**config.mk**
```make
export PLATFORM = sky130hd
export DESIGN_NAME = fifo_rd_ctrl
export DESIGN_NICKNAME = d
export VERILOG_FILES = /design/src/rtl/fifo_pkg.sv /design/src/rtl/fifo_sync_2ff.sv /design/src/rtl/fifo_rd_ctrl.sv
export SDC_FILE = /design/constraint.sdc
export NUM_CORES = 1
export LEC_CHECK = 0
export CAP_MARGIN = 0
export CORE_MARGIN = 5
export CORE_UTILIZATION = 25
export CTS_CLUSTER_DIAMETER = 80
export DETAILED_ROUTE_END_ITERATION = 16
export PLACE_DENSITY_LB_ADDON = 0.25
export SLEW_MARGIN = 20
export SYNTH_ARGS = -nofsm -noshare
export SYNTH_HDL_FRONTEND = slang
export SYNTH_SLANG_ARGS = --single-unit
```
**constraint.sdc**
```tcl
create_clock -name r_clk -period 8.5 [get_ports r_clk]
set_clock_uncertainty 0.05 [all_clocks]
set_input_delay 2.55 -clock r_clk [delete_from_list [all_inputs] [get_ports r_clk]]
set_output_delay 2.55 -clock r_clk [all_outputs]
set_load 0.01 [all_outputs]
```
**src/rtl/fifo_pkg.sv**
```systemverilog
// Shared helpers for the async FIFO read and write controllers: Gray/binary
// conversion and the depth/pointer-width consistency check.
package fifo_pkg;

  localparam int FIFO_PTR_WIDTH   = 4;
  localparam int FIFO_DEPTH_WIDTH = 16;
  localparam bit FIFO_DEPTH_OK    = (FIFO_DEPTH_WIDTH == (1 << FIFO_PTR_WIDTH));

  // Conversions work on a zero-extended word, so any pointer up to 32 bits
  // can use them by casting in and truncating the result back.
  localparam int GRAY_MAX_WIDTH = 32;
  typedef logic [GRAY_MAX_WIDTH-1:0] gray_word_t;

  function automatic bit depth_ok(input int ptrWidth, input int depthWidth);
    return depthWidth == (1 << ptrWidth);
  endfunction

  function automatic gray_word_t bin2gray(input gray_word_t bin);
    return bin ^ (bin >> 1);
  endfunction

  function automatic gray_word_t gray2bin(input gray_word_t gray);
    gray_word_t bin;
    bin = gray;
    for (int i = 1; i < GRAY_MAX_WIDTH; i++) begin
      bin = bin ^ (gray >> i);
    end
    return bin;
  endfunction

endpackage

```
**src/rtl/fifo_sync_2ff.sv**
```systemverilog
// Two-flop synchronizer for a Gray-coded pointer crossing into this clock domain.
module fifo_sync_2ff #(
  parameter int WIDTH = 5
) (
  input  logic             r_clk,
  input  logic             rreset,
  input  logic [WIDTH-1:0] d,
  output logic [WIDTH-1:0] q
);

  logic [WIDTH-1:0] r_meta;
  logic [WIDTH-1:0] r_sync;

  always_ff @(posedge r_clk) begin
    if (rreset) begin
      r_meta <= '0;
      r_sync <= '0;
    end else begin
      r_meta <= d;
      r_sync <= r_meta;
    end
  end

  assign q = r_sync;

endmodule

```
**src/rtl/fifo_rd_ctrl.sv**
```systemverilog
// Read-side controller of the async FIFO: pointer sync, empty/level flags,
// memory read issue and a two-entry AXI-Stream output buffer.
module fifo_rd_ctrl
  import fifo_pkg::*;
#(
  parameter int DATA_WIDTH  = 8,
  parameter int PTR_WIDTH   = FIFO_PTR_WIDTH,
  parameter int DEPTH_WIDTH = FIFO_DEPTH_WIDTH
) (
  input  logic                  r_clk,
  input  logic                  rreset,
  input  logic                  flush,
  input  logic [PTR_WIDTH:0]    wq_wptr_gray,
  output logic [PTR_WIDTH:0]    rd_ptr_gray,
  output logic [PTR_WIDTH-1:0]  r_addr,
  output logic                  fifo_rd_enable,
  input  logic [DATA_WIDTH-1:0] mem_data_out,
  output logic [DATA_WIDTH-1:0] m_axis_tdata,
  output logic                  m_axis_tvalid,
  input  logic                  m_axis_tready,
  output logic                  empty,
  output logic                  fifo_empty,
  output logic [PTR_WIDTH:0]    rd_level
);

  localparam int PW = PTR_WIDTH + 1;

  if (!depth_ok(PTR_WIDTH, DEPTH_WIDTH)) begin : g_bad_depth
    $error("fifo_rd_ctrl: DEPTH_WIDTH must equal 2**PTR_WIDTH");
  end

  logic                  w_clear;
  logic [PW-1:0]         w_wq2WptrGray;
  logic [PW-1:0]         w_wbin;
  logic [PW-1:0]         w_rbinNext;
  logic [PW-1:0]         w_rgrayNext;
  logic                  w_pop;
  logic                  w_rdEnable;
  logic [2:0]            w_occupancy;

  logic [PW-1:0]         r_rbin;
  logic [PW-1:0]         r_rdPtrGray;
  logic [PW-1:0]         r_rdLevel;
  logic                  r_empty;
  logic                  r_inflight;
  logic [1:0]            r_outCnt;
  logic [DATA_WIDTH-1:0] r_head;
  logic [DATA_WIDTH-1:0] r_skid;

  assign w_clear = rreset | flush;

  fifo_sync_2ff #(.WIDTH(PW)) u_wptr_sync (
    .r_clk  (r_clk),
    .rreset (w_clear),
    .d      (wq_wptr_gray),
    .q      (w_wq2WptrGray)
  );

  assign w_wbin = PW'(gray2bin(gray_word_t'(w_wq2WptrGray)));

  // Slots already committed (buffered or returning) minus this cycle's pop
  // must leave room for one more beat before a read may be issued.
  assign w_pop       = m_axis_tvalid & m_axis_tready;
  assign w_occupancy = {1'b0, r_outCnt} + {2'b00, r_inflight} - {2'b00, w_pop};
  assign w_rdEnable  = !w_clear && !r_empty && (w_occupancy < 3'd2);

  assign w_rbinNext  = r_rbin + {{PTR_WIDTH{1'b0}}, w_rdEnable};
  assign w_rgrayNext = PW'(bin2gray(gray_word_t'(w_rbinNext)));

  always_ff @(posedge r_clk) begin
    if (w_clear) begin
      r_rbin      <= '0;
      r_rdPtrGray <= '0;
      r_rdLevel   <= '0;
      r_empty     <= 1'b1;
      r_inflight  <= 1'b0;
    end else begin
      r_rbin      <= w_rbinNext;
      r_rdPtrGray <= w_rgrayNext;
      r_rdLevel   <= w_wbin - w_rbinNext;
      r_empty     <= (w_rgrayNext == w_wq2WptrGray);
      r_inflight  <= w_rdEnable;
    end
  end

  // Returning data lands in the head when it is free or draining, otherwise
  // in the skid; a pop with the skid occupied promotes the skid to the head.
  always_ff @(posedge r_clk) begin
    if (w_clear) begin
      r_outCnt <= 2'd0;
      r_head   <= '0;
      r_skid   <= '0;
    end else begin
      case ({r_inflight, w_pop})
        2'b10: begin
          if (r_outCnt == 2'd0) begin
            r_head <= mem_data_out;
          end else begin
            r_skid <= mem_data_out;
          end
          r_outCnt <= r_outCnt + 2'd1;
        end
        2'b01: begin
          if (r_outCnt == 2'd2) begin
            r_head <= r_skid;
          end
          r_outCnt <= r_outCnt - 2'd1;
        end
        2'b11: begin
          if (r_outCnt == 2'd2) begin
            r_head <= r_skid;
            r_skid <= mem_data_out;
          end else begin
            r_head <= mem_data_out;
          end
        end
        default: begin
        end
      endcase
    end
  end

  assign r_addr         = r_rbin[PTR_WIDTH-1:0];
  assign fifo_rd_enable = w_rdEnable;
  assign rd_ptr_gray    = r_rdPtrGray;
  assign rd_level       = r_rdLevel;
  assign empty          = r_empty;
  assign m_axis_tvalid  = (r_outCnt != 2'd0);
  assign m_axis_tdata   = r_head;
  assign fifo_empty     = r_empty & !r_inflight & (r_outCnt == 2'd0);

endmodule

```
==> impl_metrics.tcl, run 1 <==
set metrics [dict create \
    design_area_mm2 0.00254 \
    clock_sinks 44 \
    final-setup-viol-count 0 \
    hold_viol_final 0 \
    finish.utilization_pct 33.3 \
    rsz0062_at_grt "false" \
    leakage_uw 0.00104 \
    die_y_um 98.0 \
    area_growth_pct 31.4 \
    final_nets 256 \
    drc 0 \
    grt_usage_pct 8.27 \
    ys_ff_latch 44 \
    postLayoutSetupSlackWorst_ns 0.739 \
    antenna_found_initial 0 \
    period_needed_ns 7.76 \
    die_area_mm2 0.00960 \
    grt_max_degree 33 \
    wirelength_um 3840 \
    fillers 796 \
    htree_levels 2 \
    dpl_cell_area_mm2 0.00245 \
    cts_tree "yes" \
    critical_path_class "input pin to primary output" \
    synth_cell_types 35 \
    status "completed" \
    clk_path_buf_depth 2 \
    crit_path_max_fanout 5 \
    detail_route.wl_per_cell_um 11.5 \
    diodes 0 \
    syn_nets 215 \
    rows 32 \
    grt_pass1_wl_um 6310 \
    instances_no_fill 335 \
    seq_area_frac_synth_pct 45.5 \
    cts_hold_buf 0 \
    slew_violations 0 \
    ant_nets 0 \
    drive_above_1_share_pct 7.30 \
    avgSynthCellArea_um2 10.1 \
    ir_drop_mv 0.0547 \
    hp-class "flop to flop" \
    synth_area_leader_cell "dfxtp_1" \
    cap_violations 0 \
    final_cell_mix "dfxtp_1 (44), clkdlybuf4s50_1 (42), nor2_1 (33)" \
    synth_top_area_share_pct 45.5 \
    clk_latency_ns 0.30 \
    rr_worst_depth 15 \
    required_ns 5.90 \
    dieWidth_um 98.0 \
    ys_warn_count 0 \
    fin_crit_sh_pct 91.3 \
    ctsRootBufferMaster "clkbuf_8" \
    placed_cells 327 \
    tns_ns 0 \
    grt_pass1_vias 1307 \
    cts_buffers 5 \
    dpl.hpwl_um 2800 \
    post_cts_resize_count 0 \
    start_kind "input pin" \
    synth.area.top_cells "dfxtp_1 (46%), mux2i_1 (8.8%), nor2_1 (6.4%), xnor2_1 (5.4%), and2_1 (3.9%)" \
    max_freq_mhz 129 \
    preCtsSetupSlack_ns 0.707 \
    dr.pass1.iters 4 \
    via_per_inst 4.09 \
    start_util_pct 25.3 \
    synth_area_mm2 0.00194 \
    clk_pin_slew_ns 0.09 \
    worst_setup_path_end_kind "primary output" \
    drtIter0Drc 54 \
    mostFrequentLayoutCell "dfxtp_1" \
    gp_congestion 0.781 \
    cp.arrival_ns 5.16 \
    boundaryPins 43 \
    worst_pin_slew_ns 0.785 \
    postCtsSetupBuffers 0 \
    worstHoldPathCells 1 \
    portBuffers 42 \
    syn_inst 191 \
    maxSlewHeadroom_pct 47.5 \
    overflow 0 \
    p_per_area_mw_per_mm2 148 \
    dr_total_vias 1369 \
    core_mm2 0.00765 \
]
[state kept, by name, indices dropped and copies added, names as in the netlist]
| signal | cells |
|---|---|
| r_skid | 8 |
| rd_ptr_gray | 5 |
| u_wptr_sync.r_meta | 5 |
| u_wptr_sync.q | 5 |
| rd_level | 5 |
| r_inflight | 1 |
| r_rbin | 4 |
| r_outCnt | 2 |
| m_axis_tdata | 8 |
| empty | 1 |
[final cells by class]
type                       count  area (um^2)  share of cell area, %
timing repair buffer          42          420                   16.5
multi-input combinational    133          996                   39.2
clock inverter                 2         13.8                  0.541
inverter                       6         22.5                  0.885
sequential                    44          881                   34.6
tap                          102          128                   5.02
clock buffer                   6         82.6                   3.25
[kinds of logic after synthesis]
| kind of cell | Yosys count | synth area share [%] |
|---|---|---|
| AOI/OAI and AO/OA | 20 | 8.14 |
| xor gates and xnor gates | 23 | 11.6 |
| adders and majority gates | 8 | 5.82 |
| buffers and inverters | 14 | 3.04 |
| DFF | 44 | 45.5 |
| muxes | 18 | 9.37 |
| and+or+nand+nor | 64 | 16.5 |
[where the power goes]
| part | total, uW | leakage (uW) | switching (uW) | internal, uW |
|---|---|---|---|---|
| combinational | 26.1 | 0.000635 | 11.5 | 14.6 |
| sequential | 210 | 0.000356 | 1.19 | 208 |
| clock | 140 | 0.0000516 | 73.7 | 66.5 |
[synthesized netlist by cell type]
library cell	instances
dfxtp_1	44
nor2_1	33
mux2i_1	17
and2_1	12
xnor2_1	12
a211oi_1	8
xor2_1	8
inv_1	6
nand2_1	6
clkbuf_1	5
ha_1	5
a21o_1	3
a21oi_1	3
xor2_2	3
buf_2	2
fa_1	2
nand3_1	2
nor3b_1	2
nor4b_1	2
a2111oi_0	1
a22o_1	1
and3_1	1
and4_1	1
buf_4	1
maj3_1	1
mux2_2	1
nand3_4	1
nor2b_1	1
nor3_1	1
o211ai_2	1
o21ai_0	1
o21ai_2	1
o41ai_2	1
or2_1	1
or2_2	1
[per-layer routing]
| metal | routed length [um] | global-route usage [%] | vias up |
|---|---|---|---|
| met2 | 1770 | 13.5 | 32 |
| met4 | 31 | 3.19 | 0 |
| met3 | 246 | 3.43 | 5 |
| li1 | - | - | 718 |
| met1 | 1790 | 9.69 | 614 |
| met5 | 0 | 0 | - |
[metrics by stage]
stage | hold slack (ns) | total power, uW
after floorplan | 0.356 | 228
final | 0.381 | 376
after global placement | 0.360 | 241
after detailed placement | 0.361 | 241
after CTS | 0.383 | 383
after global routing | 0.391 | 394
[critical path, cell delays in order]
cell	delay (ns)
clkdlybuf4s50_1	0.58
and3_1	0.24
a21o_1	0.12
nand2_1	0.07
fa_1	0.39
xor2_1	0.16
nor4b_1	0.41
clkdlybuf4s50_1	0.63
[final timing paths]
kind | startpoint | endpoint | slack [ns]
setup / recovery | m_axis_tready | fifo_rd_enable | 0.74
hold / removal | u_wptr_sync.r_meta[2] | u_wptr_sync.q[2] | 0.38
setup reg to reg | r_outCnt[1] | rd_level[4] | 4.32
hold reg to reg | u_wptr_sync.r_meta[2] | u_wptr_sync.q[2] | 0.38
No activity file was read; power rests on OpenSTA's default activity.
==> run 2, diff against run 1 <==
- CORE_UTILIZATION: 25 -> 45
- PLACE_DENSITY: unset -> 0.68
- PLACE_DENSITY_LB_ADDON: 0.25 -> unset
==> run 2 against run 1 <==
Compared with the run above: flip-flop and latch count stayed put; power is 4.5% higher; sequential share of layout area is 0.70 points higher; wire length is 2.4% lower; first-iteration DRC count is 43% lower; critical path depth stayed put; non-clock buffer count stayed put; worst setup slack worse by 0.019 ns; combinational power hardly changed; global-route usage is 6.9 points higher; critical path type unchanged; critical endpoint unchanged; largest cell class unchanged; largest power group unchanged; highest routed layer unchanged.
==> impl_metrics.tcl, run 2 (synthesis results as in run 1) <==
set metrics [dict create \
    use_met2_pct 27.0 \
    fin_crit_sh_pct 91.5 \
    grt_pass1_wl_um 6600 \
    worst_setup_path_end_kind "primary output" \
    p_sw_share_pct 21.1 \
    diodes 0 \
    final-setup-viol-count 0 \
    via_per_inst 5.05 \
    grt_pass1_vias 1483 \
    grt_use_met3_pct 5.15 \
    ctsRootBufferMaster "clkbuf_8" \
    grt_max_degree 33 \
    multi_input_area_um2 996 \
    antenna_found_initial 0 \
    cap_violations 0 \
    grt_usage_pct 15.2 \
    drive_above_1_share_pct 7.30 \
    hp-class "flop to flop" \
    crit_path_max_fanout 5 \
    detail_route.wl_per_cell_um 13.2 \
    clock_sinks 44 \
    cts_tree "yes" \
    drc 0 \
    grtUsageMet1_pct 16.7 \
    final_nets 256 \
    cts_buffers 5 \
    p_per_area_mw_per_mm2 158 \
    mostFrequentLayoutCell "dfxtp_1" \
    tns_ns 0 \
    area_growth_pct 28.8 \
    fillers 340 \
    drtIter0Drc 31 \
    clk_pin_slew_ns 0.08 \
    start_util_pct 47.4 \
    critical_path_class "input pin to primary output" \
    maxSlewHeadroom_pct 53.0 \
    max_freq_mhz 129 \
    p_clk_share_pct 40.0 \
    status "completed" \
    final_cell_mix "dfxtp_1 (44), clkdlybuf4s50_1 (42), nor2_1 (33)" \
    core_mm2 0.00409 \
    finish.utilization_pct 61.0 \
    dr_total_vias 1428 \
    power_switching_uw 82.8 \
    htree_levels 2 \
    cts_hold_buf 0 \
    worst_pin_slew_ns 0.702 \
    wirelength_um 3750 \
    dieWidth_um 75.6 \
    cp.arrival_ns 5.18 \
    start_kind "input pin" \
    ant_nets 0 \
    slew_violations 0 \
    clk_path_buf_depth 2 \
    post_cts_resize_count 0 \
    required_ns 5.90 \
    leakage_uw 0.00104 \
    portBuffers 42 \
    overflow 0 \
    ir_drop_mv 0.107 \
    combinationalPowerShare_pct 6.6 \
    busiest_layer "met2" \
    seq_power_share_pct 53.4 \
    dr.pass1.iters 6 \
    final-seq-area_um2 881 \
    hold_viol_final 0 \
    rsz0062_at_grt "false" \
    postCtsSetupBuffers 0 \
    clk_latency_ns 0.29 \
    period_needed_ns 7.78 \
    dpl.hpwl_um 2850 \
    boundaryPins 43 \
    gp_congestion 0.743 \
    p_int_uw 310 \
    die_area_mm2 0.00571 \
    rows 23 \
    die_y_um 75.6 \
]
[run 2: changes by cell type in the layout (fill, tap and decap cells not counted)]
cell / before / now
bufinv_16: 0 / 1
clkbuf_8: 6 / 5
clkinvlp_4: 0 / 1
inv_6: 1 / 0
[run 2: metrics by stage]
stage	worst slack, ns	instance area (um^2)	power (uW)	cells	hold WS (ns)
detailed placement	0.698	2380	241	275	0.362
global route	0.525	2490	408	283	0.399
floorplan	1.89	1940	228	191	0.356
CTS	0.682	2490	398	283	0.381
global placement	0.786	2380	240	275	0.361
finish	0.720	2490	393	283	0.381
[run 2: power by group through the flow]
stage	Clock, uW	Combinational (uW)	Sequential (uW)
6_report	157	26.0	210
5_1_grt	169	28.7	210
4_1_cts	162	26.5	210
3_5_place_dp	0	26.2	215
3_3_place_gp	0	25.6	214
2_1_floorplan	0	12.9	215
[run 2: final timing paths]
path / start / end / slack [ns] / depth (start not counted)
max: m_axis_tready / fifo_rd_enable / 0.72 / 8
min: u_wptr_sync.r_meta[4] / u_wptr_sync.q[4] / 0.38 / 1
max reg2reg: r_outCnt[1] / rd_level[4] / 4.29 / 15
min reg2reg: u_wptr_sync.r_meta[4] / u_wptr_sync.q[4] / 0.38 / 1
[run 2: area by class of cell]
cell class,instances,share of cell area (%)
sequential,44,35.3
timing repair buffer,42,16.9
clock buffer,5,2.76
clock inverter,3,1.71
tap,50,2.51
multi-input combinational,133,39.9
inverter,6,0.903
[run 2: worst max-delay path, stage by stage]
cell and delay (ns):
clkdlybuf4s50_1 0.58, and3_1 0.24, a21o_1 0.11, nand2_1 0.08, fa_1 0.40, xor2_1 0.16
nor4b_1 0.42, clkdlybuf4s50_1 0.63
[run 2: per-layer routing]
metal / wire length, um / share of wire (%)
met4: 63 / 1.7
met5: 0 / 0
met2: 1880 / 50
met3: 219 / 5.8
met1: 1580 / 42
==> run 3, diff against run 2 <==
- REMOVE_ABC_BUFFERS: unset -> 1
==> run 3 against run 2 <==
Compared with the run above: flip-flop and latch count unchanged; critical path type unchanged; critical path depth unchanged; hold slack worse by 0.0016 ns; core utilization down 0.52 points; combinational power up 2%; register-to-register slack about the same; global-route usage down 1.2 points; worst setup slack better by 0.020 ns; sequential power about the same; wire length up 0.59%; cell count unchanged; cell area down 0.85%; largest power group unchanged.
==> impl_metrics.tcl, run 3 (synthesis results as in run 1) <==
set metrics [dict create \
    drive_above_1_share_pct 6.44 \
    grt_pass1_wl_um 6090 \
    final_cell_mix "dfxtp_1 (44), clkdlybuf4s50_1 (42), nor2_1 (33)" \
    gp_congestion 0.829 \
    dieWidth_um 75.6 \
    cts_tree "yes" \
    required_ns 5.90 \
    via_per_inst 4.92 \
    rows 23 \
    portBuffers 42 \
    wirelength_um 3770 \
    die_y_um 75.6 \
    dr.pass1.iters 4 \
    area_growth_pct 27.7 \
    ir_drop_mv 0.0951 \
    p_clk_share_pct 36.2 \
    worstHoldPathCells 1 \
    clk_pin_slew_ns 0.07 \
    max_freq_mhz 129 \
    rsz0062_at_grt "false" \
    ctsRootBufferMaster "clkbuf_8" \
    hp-class "flop to flop" \
    p_sw_share_pct 21.7 \
    fin_crit_sh_pct 91.3 \
    cp.arrival_ns 5.16 \
    slew_violations 0 \
    start_kind "input pin" \
    start_util_pct 47.4 \
    core_mm2 0.00409 \
    crit_path_max_fanout 5 \
    htree_levels 2 \
    clock_sinks 44 \
    clk_latency_ns 0.29 \
    leakage_uw 0.00104 \
    final-setup-viol-count 0 \
    diodes 0 \
    seq_power_share_pct 56.7 \
    cap_violations 0 \
    boundaryPins 43 \
    hold_viol_final 0 \
    power_switching_uw 80.3 \
    critical_path_class "input pin to primary output" \
    holdWs_ns 0.379 \
    postLayoutSetupSlackWorst_ns 0.739 \
    rr_worst_depth 15 \
    tns_ns 0 \
    drc 0 \
    worst_setup_path_end_kind "primary output" \
    maxSlewHeadroom_pct 45.7 \
    postCtsSetupBuffers 0 \
    mostFrequentLayoutCell "dfxtp_1" \
    clk_path_buf_depth 2 \
    period_needed_ns 7.76 \
    p_per_area_mw_per_mm2 150 \
    final_nets 256 \
    worst_pin_slew_ns 0.812 \
    overflow 0 \
    post_cts_resize_count 0 \
    instances_no_fill 283 \
    dr_total_vias 1391 \
    fillers 362 \
    preCtsSetupSlack_ns 0.732 \
    status "completed" \
    ant_nets 0 \
    drtIter0Drc 47 \
    die_area_mm2 0.00571 \
    p_int_uw 289 \
    combinationalPowerShare_pct 7.1 \
    grt_pass1_vias 1361 \
    grt_max_degree 33 \
    cts_buffers 5 \
    cts_hold_buf 0 \
    placed_cells 275 \
    grt_usage_pct 14.0 \
    detail_route.wl_per_cell_um 13.3 \
    antenna_found_initial 0 \
    dpl.hpwl_um 2880 \
]
## run 3: changes by cell type in the layout (fill, tap and decap cells not counted)
| cell | before | now |
|---|---|---|
| clkbuf_8 | 5 | 6 |
| clkinv_2 | 1 | 0 |
| bufinv_16 | 1 | 0 |
| clkinvlp_4 | 1 | 0 |
| clkbuf_1 | 0 | 2 |
## run 3: area by class of cell
class / count / area, um^2 / share of cell area, %
clock buffers: 8 / 90.1 / 3.64
inverters: 6 / 22.5 / 0.911
multi-input cells: 133 / 996 / 40.3
flip-flops and latches: 44 / 881 / 35.6
well taps: 50 / 62.6 / 2.53
repair buffers: 42 / 420 / 17.0
## run 3: layer usage
| metal | part of all wire, % | vias up | GRT usage [%] |
|---|---|---|---|
| met3 | 4.6 | 7 | 3.96 |
| met2 | 50 | 26 | 23.9 |
| li1 | - | 716 | - |
| met1 | 44 | 642 | 16.6 |
| met5 | 0 | - | 0 |
| met4 | 1.3 | 0 | 5.63 |
## run 3: worst max-delay path, stage by stage
cell and delay [ns]:
clkdlybuf4s50_1 0.58, and3_1 0.25, a21o_1 0.12, nand2_1 0.08
fa_1 0.39, xor2_1 0.16, nor4b_1 0.41, clkdlybuf4s50_1 0.61
## run 3: final timing paths
kind                                            start               end  slack, ns
worst min register to register  u_wptr_sync.r_meta[3]  u_wptr_sync.q[3]       0.38
worst max-delay path                    m_axis_tready    fifo_rd_enable       0.74
worst min-delay path            u_wptr_sync.r_meta[3]  u_wptr_sync.q[3]       0.38
worst max register to register            r_outCnt[1]       rd_level[4]       4.30
## run 3: through the flow
stage / utilization (%) / area, um^2 / total power, uW
3_5_place_dp: 58.3 / 2380 / 241
4_1_cts: 60.5 / 2470 / 374
5_1_grt: 60.5 / 2470 / 383
6_report: 60.5 / 2470 / 370
3_3_place_gp: 58.3 / 2380 / 240
2_1_floorplan: - / 1900 / 227
## run 3: power groups by stage
stage / Clock (uW) / Sequential [uW] / Combinational (uW)
after floorplan: 0 / 215 / 12.0
after global placement: 0 / 214 / 25.8
after detailed placement: 0 / 215 / 26.6
after CTS: 137 / 210 / 26.8
after global routing: 144 / 210 / 29.1
final: 134 / 210 / 26.4
